$ cat src/rtl/fft_feed_pkg.sv
// Shared types for the FFT frame feeder.
// State encoding, error codes and index-width helper.
package fft_feed_pkg;

  typedef enum logic [1:0] {
    IDLE = 2'd0,
    RUN  = 2'd1,
    PAD  = 2'd2
  } feed_state_e;

  localparam logic [1:0] ERR_NONE   = 2'b00;
  localparam logic [1:0] ERR_PADDED = 2'b01;

  function automatic int unsigned idx_w(input int unsigned n);
    int unsigned w;
    w = 1;
    if (n > 1) w = $clog2(n);
    return w;
  endfunction

endpackage

$ cat src/rtl/sample_fifo.sv
// Synchronous sample FIFO with flush.
// Show-ahead read port; flush wins over push and pop.
module sample_fifo
  import fft_feed_pkg::*;
#(
  parameter int DATA_W = 24,
  parameter int DEPTH  = 16
) (
  input  logic                     clk,
  input  logic                     rst_n,
  input  logic                     push,
  input  logic [DATA_W-1:0]        wdata,
  input  logic                     pop,
  input  logic                     flush,
  output logic [DATA_W-1:0]        rdata,
  output logic                     full,
  output logic                     empty,
  output logic [idx_w(DEPTH):0]    count
);

  localparam int AW = idx_w(DEPTH);
  localparam int CW = AW + 1;

  logic [DATA_W-1:0] mem_q [DEPTH];
  logic [AW-1:0]     wr_q;
  logic [AW-1:0]     rd_q;
  logic [CW-1:0]     cnt_q;
  logic              do_push;
  logic              do_pop;

  assign full    = (cnt_q == CW'(DEPTH));
  assign empty   = (cnt_q == '0);
  assign count   = cnt_q;
  assign rdata   = mem_q[rd_q];
  assign do_pop  = pop && !empty && !flush;
  assign do_push = push && !flush && (!full || do_pop);

  always_ff @(posedge clk) begin
    if (!rst_n) begin
      wr_q  <= '0;
      rd_q  <= '0;
      cnt_q <= '0;
    end else if (flush) begin
      wr_q  <= '0;
      rd_q  <= '0;
      cnt_q <= '0;
    end else begin
      if (do_push) wr_q <= wr_q + 1'b1;
      if (do_pop)  rd_q <= rd_q + 1'b1;
      if (do_push && !do_pop)
        cnt_q <= cnt_q + 1'b1;
      else if (!do_push && do_pop)
        cnt_q <= cnt_q - 1'b1;
    end
  end

  always_ff @(posedge clk) begin
    if (do_push) mem_q[wr_q] <= wdata;
  end

endmodule

$ cat src/rtl/fft_frame_feeder.sv
// Frames buffered audio samples into Avalon-ST packets for FFTcore.
// Overflow zero-pads the frame in flight so every frame is well formed.
module fft_frame_feeder
  import fft_feed_pkg::*;
#(
  parameter int DATA_W     = 24,
  parameter int FRAME_LEN  = 1024,
  parameter int FIFO_DEPTH = 16,
  parameter int PACE       = 1
) (
  input  logic              MCLK,
  input  logic              reset,
  input  logic              enable,
  input  logic              in_valid,
  input  logic [DATA_W-1:0] in_data,
  input  logic              out_ready,
  output logic              out_valid,
  output logic [DATA_W-1:0] out_real,
  output logic [DATA_W-1:0] out_imag,
  output logic              out_sop,
  output logic              out_eop,
  output logic [1:0]        out_error,
  output logic              overflow,
  input  logic              ovf_clear,
  output logic [15:0]       frame_count
);

  localparam int IW = idx_w(FRAME_LEN);
  localparam int CW = idx_w(FIFO_DEPTH) + 1;
  localparam int PW = idx_w(PACE);

  localparam logic [IW-1:0] LAST     = IW'(FRAME_LEN - 1);
  localparam logic [PW-1:0] PACE_MAX = PW'(PACE - 1);
  localparam logic [CW-1:0] CAP      = CW'(FIFO_DEPTH);

  feed_state_e       state_q;
  logic [IW-1:0]     idx_q;
  logic [IW-1:0]     idx_d;
  logic [PW-1:0]     pace_q;
  logic              pad_req_q;
  logic              flush_q;
  logic              overflow_q;
  logic [15:0]       frame_cnt_q;

  logic              out_valid_q;
  logic              out_sop_q;
  logic              out_eop_q;
  logic [1:0]        out_err_q;
  logic [DATA_W-1:0] out_real_q;

  logic [DATA_W-1:0] fifo_rdata;
  logic              fifo_full;
  logic              fifo_empty;
  logic [CW-1:0]     fifo_cnt;

  logic              xfer;
  logic              slot_free;
  logic              pace_ok;
  logic              gate_ok;
  logic              push;
  logic              pop;
  logic              ovf_evt;

  assign xfer      = out_valid_q && out_ready;
  assign slot_free = !out_valid_q || xfer;
  assign idx_d     = xfer ? idx_q + 1'b1 : idx_q;
  assign gate_ok   = (state_q != IDLE) || enable;

  // A load now shows the beat next cycle, so look one cycle ahead.
  assign pace_ok = xfer ? (PACE == 1)
                        : (int'(pace_q) + 2 >= PACE);

  assign pop = !pad_req_q && !fifo_empty && pace_ok &&
               ((state_q == IDLE && enable) ||
                (state_q == RUN && slot_free &&
                 !(xfer && out_eop_q)));

  assign ovf_evt = in_valid && gate_ok && !flush_q &&
                   (fifo_cnt == CAP) && !pop;

  assign push = in_valid && gate_ok && !flush_q &&
                (!fifo_full || pop);

  sample_fifo #(
    .DATA_W (DATA_W),
    .DEPTH  (FIFO_DEPTH)
  ) u_fifo (
    .clk   (MCLK),
    .rst_n (reset),
    .push  (push),
    .wdata (in_data),
    .pop   (pop),
    .flush (flush_q),
    .rdata (fifo_rdata),
    .full  (fifo_full),
    .empty (fifo_empty),
    .count (fifo_cnt)
  );

  always_ff @(posedge MCLK) begin
    if (!reset) begin
      state_q     <= IDLE;
      idx_q       <= '0;
      pace_q      <= PACE_MAX;
      pad_req_q   <= 1'b0;
      flush_q     <= 1'b0;
      overflow_q  <= 1'b0;
      frame_cnt_q <= '0;
      out_valid_q <= 1'b0;
      out_real_q  <= '0;
      out_sop_q   <= 1'b0;
      out_eop_q   <= 1'b0;
      out_err_q   <= ERR_NONE;
    end else begin
      flush_q <= ovf_evt;
      if (ovf_evt)
        overflow_q <= 1'b1;
      else if (ovf_clear)
        overflow_q <= 1'b0;
      if (xfer)
        pace_q <= '0;
      else if (pace_q != PACE_MAX)
        pace_q <= pace_q + 1'b1;
      if (xfer) begin
        out_valid_q <= 1'b0;
        out_sop_q   <= 1'b0;
        out_eop_q   <= 1'b0;
        out_err_q   <= ERR_NONE;
      end
      unique case (state_q)
        IDLE: begin
          if (pad_req_q) begin
            pad_req_q <= 1'b0;
          end else if (pop) begin
            state_q     <= RUN;
            out_valid_q <= 1'b1;
            out_real_q  <= fifo_rdata;
            out_sop_q   <= 1'b1;
            out_eop_q   <= 1'b0;
            out_err_q   <= ERR_NONE;
          end
        end
        RUN: begin
          if (xfer && out_eop_q) begin
            state_q     <= IDLE;
            idx_q       <= '0;
            frame_cnt_q <= frame_cnt_q + 1'b1;
          end else begin
            idx_q <= idx_d;
            if (pad_req_q && slot_free) begin
              state_q <= PAD;
            end else if (pop) begin
              out_valid_q <= 1'b1;
              out_real_q  <= fifo_rdata;
              out_sop_q   <= (idx_d == '0);
              out_eop_q   <= (idx_d == LAST);
              out_err_q   <= ERR_NONE;
            end
          end
        end
        PAD: begin
          if (xfer && out_eop_q) begin
            state_q     <= IDLE;
            idx_q       <= '0;
            frame_cnt_q <= frame_cnt_q + 1'b1;
            pad_req_q   <= 1'b0;
          end else begin
            idx_q <= idx_d;
            if (slot_free && pace_ok) begin
              out_valid_q <= 1'b1;
              out_real_q  <= '0;
              out_sop_q   <= (idx_d == '0);
              out_eop_q   <= (idx_d == LAST);
              out_err_q   <= (idx_d == LAST) ? ERR_PADDED
                                             : ERR_NONE;
            end
          end
        end
        default: state_q <= IDLE;
      endcase
      // A fresh overflow outranks any clear above.
      if (ovf_evt) pad_req_q <= 1'b1;
    end
  end

  assign out_valid   = out_valid_q;
  assign out_real    = out_real_q;
  assign out_imag    = '0;
  assign out_sop     = out_sop_q;
  assign out_eop     = out_eop_q;
  assign out_error   = out_err_q;
  assign overflow    = overflow_q;
  assign frame_count = frame_cnt_q;

endmodule
$ cat config.mk
export PLATFORM = sky130hd
export DESIGN_NAME = fft_frame_feeder
export DESIGN_NICKNAME = d
export VERILOG_FILES = /design/src/rtl/fft_feed_pkg.sv /design/src/rtl/sample_fifo.sv /design/src/rtl/fft_frame_feeder.sv
export SDC_FILE = /design/constraint.sdc
export NUM_CORES = 1
export LEC_CHECK = 0
export CORE_ASPECT_RATIO = 1.1
export CORE_MARGIN = 2
export CORE_UTILIZATION = 40
export DETAILED_ROUTE_END_ITERATION = 7
export SLEW_MARGIN = 10
export SYNTH_ARGS = -nofsm -noshare
export SYNTH_HDL_FRONTEND = slang
export SYNTH_HIERARCHICAL = 1
export SYNTH_SLANG_ARGS = --single-unit
$ cat constraint.sdc
create_clock -name MCLK -period 15.4 [get_ports MCLK]
set_input_delay 2.31 -clock MCLK [delete_from_list [all_inputs] [get_ports MCLK]]
set_output_delay 2.31 -clock MCLK [all_outputs]
set_load 0.03 [all_outputs]
* Word-level counts from Yosys, hierarchy flattened
Memory sizes are Yosys's and may differ from the RTL's. A register that Yosys moved wholly into a read port is not among the register bits.
Cells that the tools add are included.
** Storage, ports and cells
- Flip-flop bits (word level) :: 74
- Memories kept :: 1
- RAM bits :: 384
- Output and inout bits :: 70
** Memories
- u_fifo.mem_q :: words 16, bits a word 24, rd ports 1, clocked after Yosys merged registers in 1, wr ports 1, line sample_fifo.sv:24 : logic [DATA_W-1:0] mem_q [DEPTH];
** Operators by class
- Bitwise logic cells :: 2
- Reduce and logical (&&, ||, !) cells :: 50
- Order comparisons :: 1
- Equal/unequal tests :: 13
- Add/sub/neg operators :: 8
- Multiplexer cells :: 62
** Operators with widths (number)
- $mux W24 :: 6
- $pmux W24 S3 :: 1
- $mux W1 :: 31
- $mux W2 :: 12
- $logic_and A1 B1 Y1 :: 21
- $mux W10 :: 2
- $add A16 B1 Y16 const B :: 1
- $ne A2 B2 Y1 const B :: 7
- $pmux W2 S3 :: 2
- $add A10 B1 Y10 const B :: 1
- $eq A10 B10 Y1 const B :: 1
- $logic_not A10 Y1 :: 1
- $mux W5 :: 2
- $logic_not A1 Y1 :: 9
- $pmux W1 S3 :: 3
- $add A4 B1 Y4 const B :: 2
- $mux W4 :: 2
- $reduce_and A6 Y1 :: 1
- $reduce_bool A2 Y1 :: 3
- $reduce_bool A3 Y1 :: 2
- $add A5 B1 Y5 const B :: 1
- $eq A5 B5 Y1 const B :: 1
- $logic_not A5 Y1 :: 1
- $logic_or A1 B1 Y1 :: 5
- other kinds (15) :: 18

* Depth between registers and ports, before layout
Gate-level depths: netlist of run 1.
- Depth in word-level cells :: 14
- Depth in mapped cells :: 16

* Modules after synthesis
Netlist of run 1, hierarchy kept.
** Modules (own cells, without submodules)
- sample_fifo :: sequential area each 11871.4 sq um, cells an instance 705, area an instance 15348.5 sq um, instances 1
- fft_frame_feeder :: sequential area each 1201.2 sq um, cells an instance 413, area an instance 3311.9 sq um, instances 1

* Least setup slack after synthesis of run 1
No wires, ideal clock.
- Path kind :: input-to-reg
- From :: input out_ready
- To :: memory u_fifo.mem_q[3][0], enable pin
- Arrival time :: 6.190 ns
- Path buffers :: 2
- Setup time :: 0.466 ns
- Cell stages on the path :: 9
- Required time :: 14.934 ns
- Setup slack :: 8.744 ns
- Path through :: buf_6 nand2b_1 a21bo_2 a21boi_1 inv_1 a21oi_1 o311ai_4 buf_6 nor4_1
** On the way
- Longest elaborated chain between the ends :: 12
- Elaborated cells on any way between the ends :: 19
- Those cells by class :: mux: 3; reduce/logical: 16
** Ends and longest elaborated chain
- from (decl) :: line fft_frame_feeder.sv:16 : input logic out_ready,
- $logic_and A1 B1 Y1 (*) :: line fft_frame_feeder.sv:64 : assign xfer = out_valid_q && out_ready;
- $logic_or A1 B1 Y1 / $logic_and A1 B1 Y1 (equally long branches) :: line fft_frame_feeder.sv:65, fft_frame_feeder.sv:76
- $logic_and A1 B1 Y1 / $logic_not A1 Y1 (equally long branches) :: line fft_frame_feeder.sv:75, fft_frame_feeder.sv:76
- $logic_and A1 B1 Y1 :: line fft_frame_feeder.sv:75 : (state_q == RUN && slot_free &&
- $logic_or A1 B1 Y1 :: line fft_frame_feeder.sv:74 : ((state_q == IDLE && enable) ||
- $logic_and A1 B1 Y1 (*) :: line fft_frame_feeder.sv:73 : assign pop = !pad_req_q && !fifo_empty && pace_ok &&
- net pop :: line fft_frame_feeder.sv:61 : logic pop;
- $logic_or A1 B1 Y1 (*) :: line fft_frame_feeder.sv:82 : (!fifo_full || pop);
- $logic_and A1 B1 Y1 (*) :: line fft_frame_feeder.sv:81 : assign push = in_valid && gate_ok && !flush_q &&
- net push :: line fft_frame_feeder.sv:60 : logic push;
- $logic_and A1 B1 Y1 (*) (2 in series) :: line sample_fifo.sv:36 : assign do_push = push && !flush && (!full || do_pop);
- $mux W1 (*) :: line sample_fifo.sv:58 : if (do_push) mem_q[wr_q] <= wdata;
- $mux W1 (implied by the code) (*) :: line sample_fifo.sv:58
- to (decl) :: line sample_fifo.sv:24
The timed path passes the listed nets; every way through them passes the cells marked *.

* Worst setup path in the final report of run 1
- From :: input out_ready
- To :: register u_fifo.cnt_q[4] (netlist: u_fifo/count[4])
** On the way
- Longest elaborated chain between the ends :: 13
- Elaborated cells on any way between the ends :: 23
- Those cells by class :: mux: 2; reduce/logical: 21
** Ends and longest elaborated chain
- $logic_and A1 B1 Y1 (*) :: line fft_frame_feeder.sv:64
- $logic_or A1 B1 Y1 / $logic_and A1 B1 Y1 (equally long branches) :: line fft_frame_feeder.sv:65, fft_frame_feeder.sv:76
- $logic_and A1 B1 Y1 / $logic_not A1 Y1 (equally long branches) :: line fft_frame_feeder.sv:75, fft_frame_feeder.sv:76
- $logic_and A1 B1 Y1 :: line fft_frame_feeder.sv:75
- $logic_or A1 B1 Y1 :: line fft_frame_feeder.sv:74
- $logic_and A1 B1 Y1 (*) :: line fft_frame_feeder.sv:73
- net pop :: line fft_frame_feeder.sv:61
- $logic_or A1 B1 Y1 (*) :: line fft_frame_feeder.sv:82
- $logic_and A1 B1 Y1 (*) :: line fft_frame_feeder.sv:81
- net push :: line fft_frame_feeder.sv:60
- $logic_and A1 B1 Y1 (*) (2 in series) :: line sample_fifo.sv:36
- net u_fifo.do_push :: line sample_fifo.sv:28 : logic do_push;
- $logic_not A1 Y1 :: line sample_fifo.sv:52 : else if (!do_push && do_pop)
- $logic_and A1 B1 Y1 :: line sample_fifo.sv:52
- $reduce_bool A2 Y1 (no line)
- to (signal assigned) :: line sample_fifo.sv:51 : cnt_q <= cnt_q + 1'b1;
- to (signal assigned) :: line sample_fifo.sv:53 : cnt_q <= cnt_q - 1'b1;
- to (decl) :: line sample_fifo.sv:27 : logic [CW-1:0] cnt_q;
Marked as above.
A chain may end at the register's enable or synchronous reset.

==> impl_metrics.tcl, run 1 <==
set metrics [dict create \
    status "finished clean" \
    busiest_layer "met2" \
    power_leakage_nw 6.86 \
    total_power_mw 3.35 \
    routabilityCongestion 0.806 \
    powerDensity_nw_per_um2 155 \
    overflow 0 \
    yosys_warnings 6 \
    drtIter0Drc 743 \
    ys_ff_latch 461 \
    slowest_delay_ps 660 \
    clkTransAtPathRegs_ps 60 \
    setup-tns-final_ps 0 \
    core-area_um2 46400 \
    antenna_found_initial 2 \
    fill_cells 3963 \
    crit_type "in2reg" \
    reg2reg_to "u_fifo/count[4]$_SDFFE_PP0P_" \
    async_flop_share_pct 0 \
    die_w_um 210 \
    post_cts_buffers 0 \
    start_util_pct 40.2 \
    synth_area_um2 18700 \
    cts_buffers 49 \
    area_growth_pct 15.6 \
    drc 0 \
    grt_use_met3_pct 2.88 \
    design_area_um2 21600 \
    synth_top_area_share_pct 61.8 \
    die_h_um 231 \
    skew_ps 24.3 \
    dp_hpwl_um 22900 \
    min_to "out_real[9]$_SDFFE_PN0P_" \
    critical_path.top_delay_family "compound AO/OA/AOI/OAI gates" \
    antenna_left 0 \
    yosys.area.top_type "edfxtp_1" \
    syn_inst 1118 \
    synthTopCellsByArea "edfxtp_1 62%, mux4_2 12%, dfxtp_1 8.3%" \
    relSlewSlack_pct 35.1 \
    slowest_stage "clkdlybuf4s50_1" \
    tightest_slew_ps 968 \
    fin_nets 1244 \
    synth_flop_cell "edfxtp_1" \
    drv_cap 0 \
    viasPerCell 5.47 \
    io_pins 100 \
    period_needed_ps 5780 \
    path_buf_inv 4 \
    ff2ff_setup_slack_ps 11400 \
    rsz0062_at_grt "no" \
    wl_um 40400 \
    cts_hold_buf 0 \
    dieArea_um2 48400 \
    grt_use_met2_pct 27.8 \
    cp_max_fo 13 \
    vdd_drop_max_mv 0.0980 \
    cp_cell_sequence "clkdlybuf4s50_1 > nand2b_1 > a21bo_2 > a21boi_1 > inv_1 > a21oi_1 > o311ai_4 > inv_4 > ha_1 > inv_1 > ha_1 > a21oi_1 > a211o_1 > a211oi_1 > a31o_2" \
    post_cts_resized 0 \
    synthTopCellsByCount "384 x edfxtp_1, 96 x mux4_2, 84 x nand2_1, 77 x dfxtp_1, 49 x a22oi_1" \
    final_core_util_pct 46.5 \
    hold_path_depth 2 \
    dpl_cell_area_um2 20000 \
    port_buffers 75 \
    r2r_cells 13 \
    h-tree-depth 2 \
    drv_slew 0 \
    required_ps 15930 \
    hold_violations 0 \
    worstSkewPairLatency_ps 590 \
    finalSetupViolCount 0 \
    start_kind "input pin" \
    wl_per_cell_um 22.0 \
    dr.pass1.iters 5 \
    grt_max_degree 67 \
    gr-usage-met1_pct 23.2 \
    synth_seq_area_share_pct 70.1 \
    max_freq_mhz 173 \
    clockBufferDepth 3 \
    avgSynthCellArea_um2 16.7 \
    post-route-period-util_pct 37.6 \
    grt_usage_pct 17.0 \
    rows 83 \
    critical_path_arrival_ps 6320 \
    grt_pass1_vias 10150 \
    cp-end-kind "flop" \
    synth.distinct_cells 75 \
    timing.rr.start "u_fifo/count[0]$_SDFFE_PP0P_" \
    grt_pass1_wl_um 61900 \
    whs_ps 460 \
    clock_sinks 461 \
    hp-start "out_real[9]$_SDFFE_PN0P_" \
    crit_cells 15 \
    synth_most_common_cell "edfxtp_1" \
    root_buffer "clkbuf_16" \
    final_layout_size_suffix_gt1_share_pct 18.7 \
    hold_path_class "reg2reg" \
    synth_edf_count 384 \
    vias 10019 \
    tritoncts "yes" \
]
## state kept, by name, summed over array words and instances, names as in the netlist, named ones only
register / flops
state_q: 2
flush_q: 1
u_fifo/mem_q: 384
pad_req_q: 1
out_real: 24
u_fifo/rd_q: 4
idx_q: 10
u_fifo/count: 5
overflow: 1
u_fifo/wr_q: 4
out_error: 2
out_valid: 1
out_sop: 1
out_eop: 1
frame_count: 16
## routing by layer
layer / part of all wire (%) / vias up
li1: - / 4531
met1: 44 / 5151
met2: 48 / 266
met3: 5.6 / 67
met4: 2.2 / 4
met5: 0.17 / -
## cells in the final DEF, fill, tap and decap left out, types with 5 or more instances in the layout
cell type and count:
inv_1 15, clkdlybuf4s50_1 74, a21oi_1 25, nand4_1 7, nand3_1 19, xor2_1 14, dfxtp_1 75, clkinv_1 11
and2_1 13, edfxtp_1 384, nand2b_1 8, conb_1 24, nand2_1 84, nor2_1 44, nor3_1 5, and3_1 8
nand4b_1 26, ha_1 15, clkinv_2 5, bufinv_16 6, nor3_2 5, o21ai_0 36, mux4_2 96, buf_4 26
clkbuf_1 8, clkbuf_16 49, a22oi_1 49, xnor2_1 7
## worst max-delay path by stage
stage / from / endpoint / slack [ps]
after detailed placement: out_ready / u_fifo/mem_q[4][15]$_DFFE_PP_ / 9000
after global placement: out_ready / u_fifo/mem_q[4][21]$_DFFE_PP_ / 9110
after CTS: out_ready / u_fifo/mem_q[4][5]$_DFFE_PP_ / 9620
after floorplan: out_ready / u_fifo/mem_q[3][0]$_DFFE_PP_ / 8740
final: out_ready / u_fifo/count[4]$_SDFFE_PP0P_ / 9620
after global routing: out_ready / u_fifo/mem_q[4][15]$_DFFE_PP_ / 9410
## worst reg2reg max path: cells and delay by family (launching register included)
family / cells / cell delay, ps
adders and majority gates: 2 / 570
DFF: 1 / 370
and+or+nand+nor: 4 / 1020
buffers and inverters: 2 / 270
AOI/OAI and AO/OA: 5 / 1730
## logic make-up (layout without fill, tap and decap cells)
| logic type | Yosys count | in the layout | share of synthesized area [%] |
|---|---|---|---|
| xor+xnor | 21 | 21 | 0.986 |
| other cells | 1 | 25 | 0.0201 |
| buf+inv | 111 | 205 | 3.08 |
| simple gates | 251 | 251 | 7.14 |
| flops | 461 | 461 | 70.1 |
| compound gates | 157 | 157 | 5.80 |
| mux | 100 | 100 | 11.8 |
| fa+ha+maj | 16 | 16 | 1.11 |
## report_power, final
group          switching [mW]  internal, mW
registers              0.0529          1.42
logic                   0.402         0.298
clock network           0.483         0.688
## area by class of cell
class	count	area, um^2	area share, %
antenna	1	2.50	0.0116
clock buffer	57	1260	5.82
clock inverter	31	347	1.61
inverter	16	62.6	0.290
multi-input combinational	569	5130	23.8
sequential	461	13100	60.7
tap	595	744	3.45
timing repair buffer	101	941	4.36
## metrics by stage
step / instances / worst slack (ps)
2_1_floorplan: 1141 / 8740
3_3_place_gp: 1742 / 9110
3_5_place_dp: 1742 / 9000
4_1_cts: 1830 / 9620
5_1_grt: 1831 / 9410
6_report: 1831 / 9620
No activity file was read; power rests on OpenSTA's default activity.
==> run 2, diff against run 1 <==
clock period = 5.9 ns   (was 15.4 ns; I/O delays follow)
==> impl_metrics.tcl, run 2 (same netlist as run 1, synthesis figures left out) <==
set metrics [dict create \
    cp_max_fo 13 \
    layout_commonest_cell "edfxtp_1" \
    largest_register "u_fifo/mem_q" \
    cp_cell_sequence "clkdlybuf4s50_1 > nand2b_1 > a21bo_2 > a21boi_1 > buf_4 > inv_1 > a21oi_1 > o311ai_4 > inv_4 > ha_1 > inv_1 > ha_1 > a21oi_1 > a211o_1 > a211oi_1 > a31o_2" \
    port_buffers 75 \
    vdd_drop_max_mv 0.278 \
    slowest_stage "clkdlybuf4s50_1" \
    cts_hold_buf 0 \
    cp-end-kind "flop" \
    clockBufferDepth 3 \
    dr.pass1.iters 5 \
    crit_type "in2reg" \
    timing.rr.start "u_fifo/count[0]$_SDFFE_PP0P_" \
    tightest_slew_ps 932 \
    worstSetupStartpoint "out_ready" \
    rows 83 \
    grt_pass1_wl_um 63600 \
    dieArea_um2 48400 \
    slowest_delay_ps 670 \
    switching_share_pct 28.3 \
    area_growth_pct 15.6 \
    clock_sinks 461 \
    dpl_cell_area_um2 20000 \
    status "finished clean" \
    required_ps 6410 \
    largest_reg_flops 384 \
    powerDensity_nw_per_um2 404 \
    period_needed_ps 3930 \
    overflow 0 \
    rsz0062_at_grt "no" \
    start_util_pct 40.2 \
    switching_power_mw 2.46 \
    skew_ps 28.1 \
    wl_um 41900 \
    intPower_mw 6.25 \
    post_cts_resized 0 \
    tritoncts "yes" \
    power_leakage_nw 6.87 \
    start_kind "input pin" \
    finalSetupViolCount 0 \
    grt_usage_pct 17.6 \
    core-area_um2 46400 \
    final_layout_size_suffix_gt1_share_pct 20.0 \
    mostFrequentLayoutCells "384 x edfxtp_1, 96 x mux4_2, 84 x nand2_1, 75 x dfxtp_1, 74 x clkdlybuf4s50_1" \
    cts_buffers 48 \
    post-route-period-util_pct 66.6 \
    hp-start "out_real[1]$_SDFFE_PN0P_" \
    root_buffer "clkbuf_16" \
    max_freq_mhz 255 \
    antenna_left 0 \
    grt_pass1_vias 10128 \
    relSlewSlack_pct 37.8 \
    clkTransAtPathRegs_ps 60 \
    worstSkewPairLatency_ps 590 \
    wl_per_cell_um 22.9 \
    design_area_um2 21600 \
    routabilityCongestion 0.833 \
    critical_path_arrival_ps 4440 \
    dp_hpwl_um 23900 \
    drc 0 \
    vias 10140 \
    fin_nets 1246 \
    drv_cap 0 \
    antenna_found_initial 1 \
    hold_path_class "reg2reg" \
    viasPerCell 5.53 \
    die_w_um 210 \
    pwr-share-comb_pct 21.1 \
    drv_slew 0 \
    grt_max_degree 59 \
    die_h_um 231 \
    setup-tns-final_ps 0 \
    clockPowerShare_pct 34.6 \
    io_pins 100 \
    diodes 0 \
    post_cts_buffers 0 \
    pwr-share-seq_pct 44.4 \
    h-tree-depth 2 \
    layoutNonFillerInstCount 1834 \
    fill_cells 3929 \
    post-place-cells 1745 \
    drtIter0Drc 820 \
    hold_violations 0 \
]
## run 2: cell types whose count changed in the layout (fill, tap and decap cells not counted), moves of 2 or more
cell	delta
clkinv_1	-8
clkinv_2	+6
clkbuf_8	+5
clkinvlp_4	+5
clkbuf_1	-4
buf_4	+3
bufinv_16	-2
clkinv_8	-2
## run 2: power by group through the flow
| stage | Combinational, mW | Sequential [mW] | Clock [mW] |
|---|---|---|---|
| after global placement | 1.84 | 3.94 | 0 |
| after floorplan | 1.21 | 4.02 | 0 |
| final | 1.83 | 3.87 | 3.01 |
| after CTS | 1.86 | 3.87 | 3.09 |
| after detailed placement | 1.86 | 3.94 | 0 |
| after global routing | 2.01 | 3.89 | 3.21 |
## run 2: area by class of cell
class | instances | area, um^2 | area share (%)
inverter | 16 | 62.6 | 0.290
clock inverter | 31 | 295 | 1.37
sequential | 461 | 13100 | 60.6
tap | 595 | 744 | 3.45
clock buffer | 58 | 1290 | 5.98
multi-input combinational | 569 | 5130 | 23.8
timing repair buffer | 104 | 963 | 4.47
## run 2: critical path, delay by kind of cell
family,cells,cell delay [ps]
AOI/OAI and AO/OA,8,1680
buffers and inverters,5,1200
and+or+nand+nor,1,140
adders and majority gates,2,540
## run 2: metrics by stage
step | power [mW] | utilization [%] | setup WS (ps) | hold slack (ps)
floorplan | 5.23 | - | 669 | 459
finish | 8.71 | 46.5 | 1970 | 455
global placement | 5.78 | 43.1 | 1470 | 443
CTS | 8.82 | 46.5 | 2010 | 458
detailed placement | 5.79 | 43.1 | 1440 | 448
global route | 9.11 | 46.5 | 1750 | 478
## run 2: routing by layer
metal	vias to the layer above	global-route usage, %	part of all wire [%]
li1	4532	-	-
met1	5234	24.8	44
met2	321	28.3	48
met3	53	3.54	6.2
met4	0	4.12	1.6
met5	-	0	0
## run 2: worst paths after layout
check	endpoint	slack (ps)	cells after the start
min reg2reg	out_real[1]$_SDFFE_PN0P_	460	2
max reg2reg	u_fifo/count[4]$_SDFFE_PP0P_	1990	14
min	out_real[1]$_SDFFE_PN0P_	460	2
max	u_fifo/count[4]$_SDFFE_PP0P_	1970	16
